$ cat src/rtl/cache_mem_arbiter_pkg.sv
// cache_mem_arbiter_pkg: Avalon-MM request/response types and arbiter FSM states.
package cache_mem_arbiter_pkg;

    typedef struct packed {
        logic        read;
        logic        write;
        logic [31:0] address;
        logic [31:0] writedata;
        logic [3:0]  byteenable;
    } avalon_req_t;

    typedef struct packed {
        logic [31:0] readdata;
        logic        readdatavalid;
        logic        waitrequest;
    } avalon_resp_t;

    typedef enum logic [1:0] {IDLE, BUSY, RESP} arb_state_e;

endpackage

$ cat src/rtl/cache_mem_arbiter_rr.sv
// rr_arbiter: find-first-set over req, scanning upward from a rotating pointer.
module rr_arbiter #(
    parameter int N = 2,
    localparam int W = $clog2(N)
) (
    input  logic [N-1:0] req,
    input  logic [W-1:0] ptr,
    output logic [W-1:0] grant,
    output logic         valid
);

    logic [W-1:0] idx;

    // Walk offsets from farthest to nearest so the closest requester wins.
    always_comb begin
        grant = ptr;
        idx   = ptr;
        valid = |req;
        for (int i = N - 1; i >= 0; i--) begin
            idx = W'((int'(ptr) + i) % N);
            grant = req[idx] ? idx : grant;
        end
    end

endmodule

$ cat src/rtl/cache_mem_arbiter.sv
// cache_mem_arbiter: round-robin sharing of one Avalon-MM memory port between cache masters.
module cache_mem_arbiter
    import cache_mem_arbiter_pkg::*;
#(
    parameter int NUM_REQ = 2
) (
    input  logic                       clk,
    input  logic                       rst,
    input  avalon_req_t  [NUM_REQ-1:0] req_avn_req,
    output avalon_resp_t [NUM_REQ-1:0] req_avn_resp,
    output avalon_req_t                mem_avn_req,
    input  avalon_resp_t               mem_avn_resp
);

    localparam int W = $clog2(NUM_REQ);

    arb_state_e   state, state_nxt;
    logic [W-1:0] owner, owner_nxt, rr_ptr, rr_ptr_nxt, gnt, cur;
    logic [NUM_REQ-1:0] pending;
    logic         gnt_vld, act, rw, rd, accept, rdv;
    avalon_req_t  sel;

    function automatic logic [W-1:0] nxt_idx(input logic [W-1:0] i);
        return (int'(i) == NUM_REQ - 1) ? '0 : i + 1'b1;
    endfunction

    always_comb begin
        pending = '0;
        for (int i = 0; i < NUM_REQ; i++)
            pending[i] = req_avn_req[i].read | req_avn_req[i].write;
    end

    rr_arbiter #(.N(NUM_REQ)) u_rr (
        .req   (pending),
        .ptr   (rr_ptr),
        .grant (gnt),
        .valid (gnt_vld)
    );

    // In IDLE the fresh grant drives memory in the same cycle, so IDLE+grant acts like BUSY.
    assign cur    = (state == IDLE) ? gnt : owner;
    assign sel    = req_avn_req[cur];
    assign act    = rst && (state == BUSY || (state == IDLE && gnt_vld));
    assign rw     = sel.read | sel.write;
    assign rd     = sel.read && !sel.write;
    assign accept = act && rw && !mem_avn_resp.waitrequest;
    assign rdv    = mem_avn_resp.readdatavalid;

    always_ff @(posedge clk or negedge rst) begin
        if (!rst) begin
            state  <= IDLE;
            owner  <= '0;
            rr_ptr <= '0;
        end else begin
            state  <= state_nxt;
            owner  <= owner_nxt;
            rr_ptr <= rr_ptr_nxt;
        end
    end

    always_comb begin
        state_nxt  = state;
        owner_nxt  = owner;
        rr_ptr_nxt = rr_ptr;
        if (act) begin
            owner_nxt = cur;
            if (!rw) begin
                state_nxt = IDLE;
            end else if (accept && (!rd || (state == BUSY && rdv))) begin
                state_nxt  = IDLE;
                rr_ptr_nxt = nxt_idx(cur);
            end else begin
                state_nxt = accept ? RESP : BUSY;
            end
        end else if (state == RESP && rdv) begin
            state_nxt  = IDLE;
            rr_ptr_nxt = nxt_idx(owner);
        end
    end

    always_comb begin
        mem_avn_req       = sel;
        mem_avn_req.read  = act && rd;
        mem_avn_req.write = act && sel.write;
        req_avn_resp      = '0;
        for (int i = 0; i < NUM_REQ; i++) begin
            req_avn_resp[i].readdata      = mem_avn_resp.readdata;
            req_avn_resp[i].waitrequest   = !(act && cur == W'(i)) || mem_avn_resp.waitrequest;
            req_avn_resp[i].readdatavalid = rdv && ((state == RESP && owner == W'(i)) ||
                                            (state == BUSY && accept && rd && cur == W'(i)));
        end
    end

    for (genvar g = 0; g < NUM_REQ; g++) begin : g_chk
        assert property (@(posedge clk) disable iff (!rst)
            !(req_avn_req[g].read && req_avn_req[g].write));
    end

endmodule

$ cat config.mk
export PLATFORM = sky130hd
export DESIGN_NAME = cache_mem_arbiter
export DESIGN_NICKNAME = d
export VERILOG_FILES = /design/src/rtl/cache_mem_arbiter_pkg.sv /design/src/rtl/cache_mem_arbiter_rr.sv /design/src/rtl/cache_mem_arbiter.sv
export SDC_FILE = /design/constraint.sdc
export NUM_CORES = 1
export LEC_CHECK = 0
export ABC_AREA = 1
export BUFFER_PORTS_ARGS = -buffer_cell sky130_fd_sc_hd__buf_2
export CAP_MARGIN = 20
export CORE_AREA = 8 8 116 118
export DETAILED_ROUTE_END_ITERATION = 12
export DIE_AREA = 0 0 124 126
export HOLD_SLACK_MARGIN = 0.06
export PLACE_DENSITY = 0.53
export SLEW_MARGIN = 20
export SYNTH_ARGS = -nofsm -noshare
export SYNTH_HDL_FRONTEND = slang
export SYNTH_HIERARCHICAL = 1
export SYNTH_SLANG_ARGS = --single-unit
$ cat constraint.sdc
create_clock -name clk -period 4.57 [get_ports clk]
set_input_delay 0.914 -clock clk [delete_from_list [all_inputs] [get_ports clk]]
set_output_delay 0.914 -clock clk [all_outputs]
set_load 0.03 [all_outputs]
; Word level (Yosys, flattened, before mapping)
; Index checks and enable logic that the tools add are counted.
[word_totals]
input_bits = 176
out_inout_bits = 138
reg_bits = 4
[op_classes]
bitwise_logic = 5
reduce_logical = 35
mux = 20
n_eq_ne = 4
magnitude_cmp = 3
n_addsub = 3
[op_table]
columns = op, n
row1 = $mux W70, 2
row2 = $logic_and A1 B1 Y1, 20
row3 = $mux W1, 13
row4 = $mux W2, 5
row5 = $logic_or A1 B1 Y1, 6
row6 = $lt A1 B2 Y1 const B, 3
row7 = $logic_not A1 Y1, 5
row8 = $ne A2 B1 Y1 const B, 2
row9 = $add A1 B1 Y1 const B, 3
row10 = $or A1 B1 Y1, 3
row11 = $reduce_and A3 Y1, 1
row12 = $eq A2 B1 Y1 const B, 1
row13 = $eq A2 B2 Y1 const B, 1
row14 = $logic_not A2 Y1, 1
row15 = $not A1 Y1, 2
row16 = $reduce_bool A2 Y1, 1
row17 = $reduce_or A2 Y1, 1

; Depth between registers and ports, before layout
; Gate-level depths: netlist of the first run.
[logic_depth]
ltp_word = 16
mapped_depth = 14
ltp_nobuf = 14

; Hierarchy
; Netlist of the first run, hierarchy kept.
[by_module_without_submodules]
columns = module, area_per_inst_um2, seq_area_each_um2, cells_each, instances
row1 = cache_mem_arbiter, 1701.6, 100.1, 347, 1
row2 = rr_arbiter, 18.8, 0.0, 4, 1

; Least setup slack after synthesis of the first run
; OpenSTA, ideal clock, no wires.
[synth_timing]
path_kind = input to output
start = input req_avn_req[138] in the netlist's numbering
end = output req_avn_resp[1] in the netlist's numbering
path_stages = 12
t_arrival_ps = 2221
t_required_ps = 3656
path_slack_ps = 1435
path_buffers = 0
cell_sequence = inv_1 nand2_1 nand2_1 a21oi_1 inv_1 nand2_2 nand2_4 nand2_1 nand2_2 a21oi_2 inv_2 o22ai_1
[synth_rtl]
columns = element, line
row1 = from (decl), cache_mem_arbiter.sv:9  ; input avalon_req_t [NUM_REQ-1:0] req_avn_req,
row2 = to (decl), cache_mem_arbiter.sv:10  ; output avalon_resp_t [NUM_REQ-1:0] req_avn_resp,

==> results of run 1 <==
critical path: stages:
cell and delay [ns]:
buf_2 0.10, inv_1 0.06, nand2_1 0.08, nor2_1 0.11, a21oi_1 0.06, inv_1 0.07
nand2_2 0.08, nand2_4 0.31, buf_4 0.40, nand2_1 0.14, nand2_1 0.09, buf_2 0.19
how the worst max path moves through the flow:
stage	endpoint	slack [ns]
2_1_floorplan	req_avn_resp[1]	1.43
3_3_place_gp	mem_avn_req[21]	0.98
3_5_place_dp	mem_avn_req[21]	0.96
4_1_cts	mem_avn_req[21]	0.96
5_1_grt	mem_avn_req[6]	0.78
6_report	mem_avn_req[21]	1.03
layer usage:
layer / share of wire (%) / vias to the layer above / routed length (um)
met2: 48 / 156 / 3690
met4: 1.1 / 0 / 83
li1: - / 1273 / -
met1: 35 / 947 / 2660
met3: 16 / 17 / 1240
met5: 0 / - / 0
kinds of logic after synthesis:
logic type      after synthesis  share of synthesized area, %
simple gates                246                          56.2
buf+inv                      93                          35.3
compound gates                8                          2.69
flops                         4                          5.82
sequential cells by signal, summed over array words and instances, names as in the netlist:
name,cells
state,2
owner,1
rr_ptr,1
power by group through the flow:
stage | Combinational [mW] | Sequential (mW) | Clock, mW
6_report | 2.06 | 0.0702 | 0.134
5_1_grt | 2.26 | 0.0731 | 0.140
4_1_cts | 2.11 | 0.0704 | 0.136
3_5_place_dp | 2.11 | 0.0697 | 0
3_3_place_gp | 2.11 | 0.0689 | 0
2_1_floorplan | 1.62 | 0.0638 | 0
cells in the final DEF, fill, tap and decap left out:
| cell | netlist | layout |
|---|---|---|
| inv_1 | 10 | 10 |
| o21ai_1 | 3 | 3 |
| a21oi_2 | 1 | 1 |
| inv_2 | 5 | 5 |
| o21ai_0 | 1 | 1 |
| clkbuf_16 | 0 | 3 |
| o22ai_1 | 2 | 2 |
| nand2_4 | 1 | 1 |
| a21oi_1 | 1 | 1 |
| nand2_1 | 220 | 220 |
| buf_4 | 64 | 3 |
| dfrtp_1 | 4 | 4 |
| or2_1 | 1 | 1 |
| nor2_1 | 5 | 5 |
| nand3b_1 | 1 | 1 |
| nor3_1 | 1 | 1 |
| nand2_2 | 6 | 6 |
| nand3_1 | 11 | 11 |
| buf_2 | 14 | 217 |
final cells by class:
type	count	area [um^2]
inverter	15	56.3
fill	1384	9170
multi-input combinational	254	1010
timing repair buffer	220	1110
tap	147	184
sequential	4	100
clock buffer	3	75.1
==> run summary, run 1 <==
Number of H-tree levels - 1
Synth cell count leaders - nand2_1 (220), buf_4 (64), buf_2 (14), nand3_1 (11), inv_1 (10)
Met2 GRT Util - 15.4%
CTS tree - done
Minimum clock period - 3.54 ns
Post-route ant nets - 0
Vias - 2393
Initial core utilization - 14.7%
Power share of the clock group - 5.9%
Crit path capture type - output pin
Hold/Removal Path Class - primary input to asynchronous set/reset pin
Worst slew pin tran - 0.382 ns
Clk slew on worst S/H paths - 0.03 ns
Peak supply drop - 0.000354 V
Die height - 126 um
Via-to-Cell Ratio - 3.72
Clk_lat worst skew - 0.22 ns
Post-CTS Setup Bufs - 0
Initial antenna violation count - 0
Worst Reg2Reg Path Length in Cells - 11
Leak - 1.74 nW
Crit. Startpoint - req_avn_req[138]
Cell area after layout - 2540 um^2
Global route total overflow - 0
Pint - 0.697 mW
Ports - 314
Mapped cell area - 1720 um^2
Combinational share of power - 91.0%
PD cells - 894 nW/um^2
Pins Over Slew Limit - 0
Nets@finish - 674
# resized after CTS - 0
Synth top area cells - nand2_1 (48%), buf_4 (28%), dfrtp_1 (5.8%)
P&R area growth vs syn - 47.5%
Asr flop ratio synth - 100%
Slew headroom - 74.5%
Mapped Avg Cell Area - 4.90 um^2
Routability cong. - 0.795
Sw power - 1.57 mW
Placed insts - 640
Register area share after synthesis - 5.82%
DR iter-0 viols - 67
Most frequent cell after synthesis - nand2_1
Detailed placement HPWL - 6.61 mm
Yosys top cell area share - 48.0%
Clock Tree Buf Depth - 2
M1 GR Usage - 8.77%
Grt met3 use - 4.69%
Worst setup path class - primary input to output pin
Net Count, Synth - 527
CTS root buf - clkbuf_16
R2r endpoint - rr_ptr
Placed Area - 2460 um^2
Post-synth EDFFs - 0
DR pass1 iterations - 4
Dpl ws - 0.956 ns
Critical Path RT - 3.66 ns
Yosys Warn Count - 6
Row cnt - 40
Largest net degree at the start of global routing - 38
Endpoints failing setup - 0
# DRC - 0
Critical path launch point type - primary input
Port bufs - 217
Final Power - 2.27 mW
Status - finished clean
CTS Hold Bufs - 0
FF+latch count, synth - 4
Synth Instances - 351
First-pass GRT wire length - 11.1 mm
Reg-to-reg slack, setup - 2.81 ns
Final std cells w/o fill - 643
WL/cell - 11.9 um
Sw Ratio - 69.3%
Hold Fails Final Rpt - 0
RSZ-0062 raised after global routing - no
Fraction of layout instances using a drive strength above 1 - 47.6%
Worst Skew - 0.00246 ns
Fmax achieved - 0.282 GHz
Total GRT Usage - 8.66%
Crit path max fanout - 37
Origin of the critical flop-to-flop path - rr_ptr
Leading area contributor after synthesis - nand2_1
Most used routing layer - met2
Core area - 11700 um^2
Setup Total Neg Slack - 0 ns
Fin util - 21.7%
Crit path DAT - 2.63 ns
ANT cells - 0
Number of max-cap violations - 0
Setup ws final - 1.03 ns
Vias in the first global route - 2286
Die area - 15600 um^2
Final WL - 7.67 mm
TritonCTS sink count - 4
Top_reg_cell synth - dfrtp_1
Num CTS Buffers - 3
Netlist cell types - 18
Seq pwr share - 3.1%
Period utilization - 77.5%
Final hold slack - 0.506 ns
Die Span X - 124 um
Note: power is estimated with default switching activity, not from simulation.
==> inputs of run 2 (changes only) <==
--- a/config.mk
+++ b/config.mk
@@ -8,11 +8,11 @@
 export ABC_AREA = 1
 export BUFFER_PORTS_ARGS = -buffer_cell sky130_fd_sc_hd__buf_2
 export CAP_MARGIN = 20
-export CORE_AREA = 8 8 116 118
+export CORE_AREA = 8 8 117 119
 export DETAILED_ROUTE_END_ITERATION = 12
-export DIE_AREA = 0 0 124 126
+export DIE_AREA = 0 0 125 127
 export HOLD_SLACK_MARGIN = 0.06
-export PLACE_DENSITY = 0.53
+export PLACE_DENSITY = 0.54
 export SLEW_MARGIN = 20
 export SYNTH_ARGS = -nofsm -noshare
 export SYNTH_HDL_FRONTEND = slang
==> constraint.sdc (replaced) <==
create_clock -name clk -period 3.1 [get_ports clk]
set_input_delay 0.62 -clock clk [delete_from_list [all_inputs] [get_ports clk]]
set_output_delay 0.62 -clock clk [all_outputs]
set_load 0.03 [all_outputs]
==> run summary, run 2 (synthesis gave the netlist of run 1 again) <==
CP top delay family - buffers and inverters
# resized after CTS - 0 (unchanged)
Final WL - 8.34 mm (+8.7%)
Leak - 1.76 nW (+0.77%)
Final Power - 3.43 mW (+51%)
Worst Skew - 0.00432 ns (+0.00186 ns)
Power share of the clock group - 5.8% (about the same)
CTS tree - done
Detailed placement HPWL - 7.30 mm (+10%)
Biggest registers after layout - state: 2 flops, owner: 1 flops, rr_ptr: 1 flops
Ports - 314 (unchanged)
Routability cong. - 0.801 (+0.79%)
Port bufs - 217 (unchanged)
Final std cells w/o fill - 644 (+0.16%)
Pint - 1.09 mW (+57%)
Worst setup path class - primary input to output pin
Vias in the first global route - 2524 (+10%)
Worst slew pin tran - 0.353 ns (-0.0296 ns)
Grt met3 use - 6.53% (+1.8 points)
Crit-path slowest cell - buf_4
Final hold slack - 0.201 ns (-0.305 ns)
Slew headroom - 76.4% (+1.9 points)
Critical Path RT - 2.48 ns (-1.18 ns)
Critical path launch point type - primary input
DR iter-0 viols - 81 (+21%)
Combinational share of power - 91.2% (+0.2 points)
Met2 GRT Util - 15.7% (+0.37 points)
Critical path depth in cells - 11 (-1)
Largest net degree at the start of global routing - 38 (unchanged)
Peak supply drop - 0.000523 V (+48%)
Commonest cells after routing, fill and taps aside - nand2_1 (220), buf_2 (217), nand3_1 (11)
Minimum clock period - 2.67 ns
DR pass1 iterations - 4 (unchanged)
Die area - 15900 um^2 (+1.6%)
Endpoints failing setup - 0 (unchanged)
Post-route ant nets - 0 (unchanged)
Commonest non-fill, non-tap cell in the layout - nand2_1
Crit path cell chain - buf_2 > inv_1 > nand2_1 > nand2_1 > a21oi_1 > nand2_1 > nand2_2 > buf_4 > nand2_1 > nand2_1 > buf_2
Crit path DAT - 2.05 ns (-0.58 ns)
Sw power - 2.33 mW (+48%)
Num CTS Buffers - 3 (unchanged)
Most used routing layer - met2
Buf/Inv on CP - 4 (-1)
Post-CTS Setup Bufs - 0 (unchanged)
CTS Hold Bufs - 0 (unchanged)
PD cells - 1330 nW/um^2 (+49%)
Crit path capture type - output pin
Period utilization - 86.2%
Hold/Removal Path Class - primary input to asynchronous set/reset pin
P&R area growth vs syn - 49.4%
ANT cells - 0 (unchanged)
Row cnt - 40 (unchanged)
R2r endpoint - rr_ptr
Number of max-cap violations - 0 (unchanged)
Pins Over Slew Limit - 0 (unchanged)
TritonCTS sink count - 4 (unchanged)
# DRC - 0 (unchanged)
Reg-to-reg slack, setup - 1.58 ns (-1.23 ns)
CTS root buf - clkbuf_16
Initial antenna violation count - 1 (+1)
Initial core utilization - 14.6% (-0.12 points)
Largest register FFs - 2 (unchanged)
RSZ-0062 raised after global routing - no
Crit path max fanout - 34 (-8.1%)
Biggest register - state
Status - finished clean
Number of H-tree levels - 1 (unchanged)
Core area - 11800 um^2 (+0.85%)
Origin of the critical flop-to-flop path - rr_ptr
Clk slew on worst S/H paths - 0.03 ns (about the same)
Total GRT Usage - 9.49% (+0.83 points)
Placed insts - 641 (+0.16%)
Nets@finish - 675 (+0.15%)
Die Span X - 125 um (+0.81%)
Most frequent CP cell - nand2_1
Die height - 127 um (+0.79%)
Hold Fails Final Rpt - 0 (unchanged)
CP peak stage delay - 0.34 ns (-0.06 ns)
Clock Tree Buf Depth - 2 (unchanged)
Global route total overflow - 0 (unchanged)
Fraction of layout instances using a drive strength above 1 - 47.7% (+0.11 points)
Setup Total Neg Slack - 0 ns (unchanged)
First-pass GRT wire length - 12.6 mm (+13%)
Seq pwr share - 3.0% (about the same)
Fmax achieved - 0.374 GHz
Clk_lat worst skew - 0.22 ns (about the same)
M1 GR Usage - 9.12% (+0.35 points)
Fillers - 1363 (-1.5%)
WL/cell - 12.9 um (+8.5%)
Via-to-Cell Ratio - 3.87 (+4.0%)
Vias - 2493 (+4.2%)
Worst Reg2Reg Path Length in Cells - 11 (unchanged)
Sw Ratio - 68.1% (-1.2 points)
[run 2: cell types whose count changed in the layout (fill, tap and decap cells not counted)]
cell	delta
buf_12	+2
buf_4	-1
[run 2: how the worst max path moves through the flow]
stage / start / end
4_1_cts: req_avn_req[139] / req_avn_resp[35]
3_5_place_dp: req_avn_req[139] / req_avn_resp[35]
2_1_floorplan: req_avn_req[138] / req_avn_resp[1]
5_1_grt: req_avn_req[139] / req_avn_resp[1]
6_report: req_avn_req[139] / mem_avn_req[46]
3_3_place_gp: req_avn_req[139] / mem_avn_req[46]
[run 2: power by group through the flow]
stage	clock (mW)	sequential, mW	combinational, mW
after floorplan	0	0.0940	2.39
after global placement	0	0.102	3.18
after detailed placement	0	0.102	3.17
after CTS	0.202	0.101	3.18
after global routing	0.206	0.107	3.41
final	0.200	0.102	3.12
[run 2: metal layers]
| layer | vias to the layer above | wire (um) | share of wire (%) |
|---|---|---|---|
| li1 | 1281 | - | - |
| met1 | 976 | 3010 | 36 |
| met2 | 205 | 3630 | 43 |
| met3 | 29 | 1410 | 17 |
| met4 | 2 | 278 | 3.3 |
| met5 | - | 12 | 0.14 |
[run 2: area by class of cell]
cell class	count	area, um^2	share of cell area (%)
multi-input cells	254	1010	39.4
flip-flops and latches	4	100	3.89
clock buffers	3	75.1	2.92
repair buffers	221	1140	44.4
inverters	15	56.3	2.19
well taps	147	184	7.16
[run 2: through the flow]
stage               util (%)  setup WS, ns  area (um^2)
floorplan                  -         0.553         1720
global placement        21.1         0.462         2490
detailed placement      21.1         0.451         2490
CTS                     21.8         0.449         2570
global route            21.8         0.261         2570
finish                  21.8         0.429         2570
==> inputs of run 3 (changes only) <==
--- a/config.mk
+++ b/config.mk
@@ -8,11 +8,13 @@
 export ABC_AREA = 1
 export BUFFER_PORTS_ARGS = -buffer_cell sky130_fd_sc_hd__buf_2
 export CAP_MARGIN = 20
-export CORE_AREA = 8 8 117 119
+export CELL_PAD_IN_SITES_DETAIL_PLACEMENT = 1
+export CELL_PAD_IN_SITES_GLOBAL_PLACEMENT = 2
+export CORE_MARGIN = 8
+export CORE_UTILIZATION = 10
 export DETAILED_ROUTE_END_ITERATION = 12
-export DIE_AREA = 0 0 125 127
 export HOLD_SLACK_MARGIN = 0.06
-export PLACE_DENSITY = 0.54
+export PLACE_DENSITY = 0.94
 export SLEW_MARGIN = 20
 export SYNTH_ARGS = -nofsm -noshare
 export SYNTH_HDL_FRONTEND = slang
==> run summary, run 3 (synthesis gave the netlist of run 1 again) <==
Hold Fails Final Rpt - 0 (unchanged)
Commonest cells after routing, fill and taps aside - nand2_1 (220), buf_2 (217), nand3_1 (11)
Crit path capture type - output pin
Commonest non-fill, non-tap cell in the layout - nand2_1
# DRC - 0 (unchanged)
Setup Total Neg Slack - 0 ns (unchanged)
Sw power - 2.41 mW (+3.1%)
Power share of the clock group - 5.8% (about the same)
Core area - 17100 um^2 (+44%)
Highest Signal Layer - met4
Post-CTS Setup Bufs - 0 (unchanged)
CTS tree - done
PD cells - 1310 nW/um^2 (-1.8%)
Slew headroom - 77.1% (+0.74 points)
Fin util - 15.7% (-6.1 points)
CP peak stage delay - 0.24 ns (-0.10 ns)
Die height - 147 um (+16%)
Initial antenna violation count - 0 (-1)
RSZ-0062 raised after global routing - no
Port bufs - 217 (unchanged)
DR iter-0 viols - 30 (-63%)
Pint - 1.10 mW (+0.42%)
Critical Path RT - 2.48 ns (about the same)
Largest net degree at the start of global routing - 50 (+32%)
CTS Hold Bufs - 0 (unchanged)
TritonCTS sink count - 4 (unchanged)
Peak supply drop - 0.000461 V (-12%)
Endpoints failing setup - 0 (unchanged)
Crit path cell chain - buf_2 > inv_1 > nand2_1 > nand2_1 > a21oi_1 > inv_1 > nand2_2 > nand3_1 > a21oi_2 > inv_2 > o22ai_1 > buf_2
Number of H-tree levels - 1 (unchanged)
Post-route ant nets - 0 (unchanged)
Worst Skew - 0.00207 ns (-0.00225 ns)
Leak - 1.76 nW (+0.26%)
Fillers - 2252 (+65%)
Initial core utilization - 10.1% (-4.5 points)
Vias in the first global route - 2798 (+11%)
Crit path max fanout - 3 (-91%)
Metal-1 WL - 3.71 mm (+23%)
Crit path DAT - 2.07 ns (+0.02 ns)
Row cnt - 48 (+20%)
Dpl ws - 0.403 ns (-0.0488 ns)
Clk_lat worst skew - 0.23 ns (about the same)
Fmax achieved - 0.371 GHz (-0.84%)
P&R area growth vs syn - 55.5%
Vias - 2560 (+2.7%)
Detailed placement HPWL - 8.19 mm (+12%)
Via-to-Cell Ratio - 3.54 (-8.5%)
Met2 wire len - 4.29 mm (+18%)
Hold/Removal Path Class - primary input to asynchronous set/reset pin
Clock Tree Buf Depth - 2 (unchanged)
Routability cong. - 0.774 (-3.4%)
Minimum clock period - 2.69 ns (+0.0227 ns)
CP top delay family - compound AO/OA/AOI/OAI gates
Period utilization - 86.9% (+0.73 points)
Num CTS Buffers - 3 (unchanged)
First-pass GRT wire length - 14.3 mm (+14%)
# resized after CTS - 0 (unchanged)
Biggest register - state
Status - finished clean
Total GRT Usage - 8.05% (-1.4 points)
Buf/Inv on CP - 5 (+1)
Worst setup path class - primary input to output pin
Final WL - 9.40 mm (+13%)
Number of max-cap violations - 0 (unchanged)
Worst slew pin tran - 0.342 ns (-0.0111 ns)
Biggest registers after layout - state: 2 flops, owner: 1 flops, rr_ptr: 1 flops
Placed Area - 2600 um^2 (+4.2%)
Global route total overflow - 0 (unchanged)
Die Span X - 147 um (+18%)
Cell area after layout - 2680 um^2 (+4.1%)
Seq pwr share - 3.0% (about the same)
Pins Over Slew Limit - 0 (unchanged)
Critical path launch point type - primary input
Setup ws final - 0.406 ns (-0.0227 ns)
Die area - 21700 um^2 (+36%)
Combinational share of power - 91.3% (about the same)
WL/cell - 13.0 um (+0.46%)
ANT cells - 0 (unchanged)
Clk slew on worst S/H paths - 0.03 ns (about the same)
Final Power - 3.50 mW (+2.2%)
Sw Ratio - 68.7% (+0.56 points)
Crit-path slowest cell - a21oi_2
Detail Route met3 WL - 1.14 mm (-19%)
Fraction of layout instances using a drive strength above 1 - 47.8% (+0.11 points)
CTS root buf - clkbuf_16
Ports - 314 (unchanged)
Nets@finish - 676 (+0.15%)
DR pass1 iterations - 4 (unchanged)
Largest register FFs - 2 (unchanged)
run 3: cell type report:
class / instances / area (um^2) / area share, %
clock buffer: 3 / 75.1 / 2.81
inverter: 15 / 56.3 / 2.10
multi-input combinational: 254 / 1010 / 37.9
sequential: 4 / 100 / 3.74
tap: 225 / 282 / 10.5
timing repair buffer: 222 / 1150 / 42.9
run 3: routing by layer:
metal / GRT usage, % / vias to the layer above
li1: - / 1282
met1: 8.38 / 1095
met2: 13.7 / 163
met3: 3.88 / 20
met4: 3.21 / 0
met5: 0 / -
run 3: final timing paths:
path                                   from                to  slack (ns)  depth (start not counted)
max                        req_avn_req[138]  req_avn_resp[35]        0.41                         12
min                                     rst            rr_ptr        0.20                          1
max reg2reg                          rr_ptr            rr_ptr        1.53                         11
min reg2reg                          rr_ptr            rr_ptr        0.56                          2
max in group asynchronous               rst          state[1]        2.77                          1
min in group clk                     rr_ptr            rr_ptr        0.56                          2
run 3: metrics by stage:
step,hold WS (ns),cells
after floorplan,0.324,351
after global placement,0.431,720
after detailed placement,0.435,720
after CTS,0.198,723
after global routing,0.202,723
final,0.199,723
run 3: power groups by stage:
stage	Clock [mW]	Sequential, mW	Combinational (mW)
global placement	0	0.104	3.24
CTS	0.206	0.103	3.29
floorplan	0	0.0940	2.39
detailed placement	0	0.104	3.28
global route	0.210	0.109	3.52
finish	0.203	0.104	3.20
run 3: worst register-to-register path, cell delays in order (launching register included):
cell and delay, ns:
dfrtp_1 0.38, nand2_1 0.07, a21oi_1 0.17, inv_1 0.07, nand2_2 0.11, nand3_1 0.16
nand2_2 0.13, nand2_1 0.08, nand3_1 0.11, nand2_1 0.07, nand2_1 0.07, nand2_1 0.04
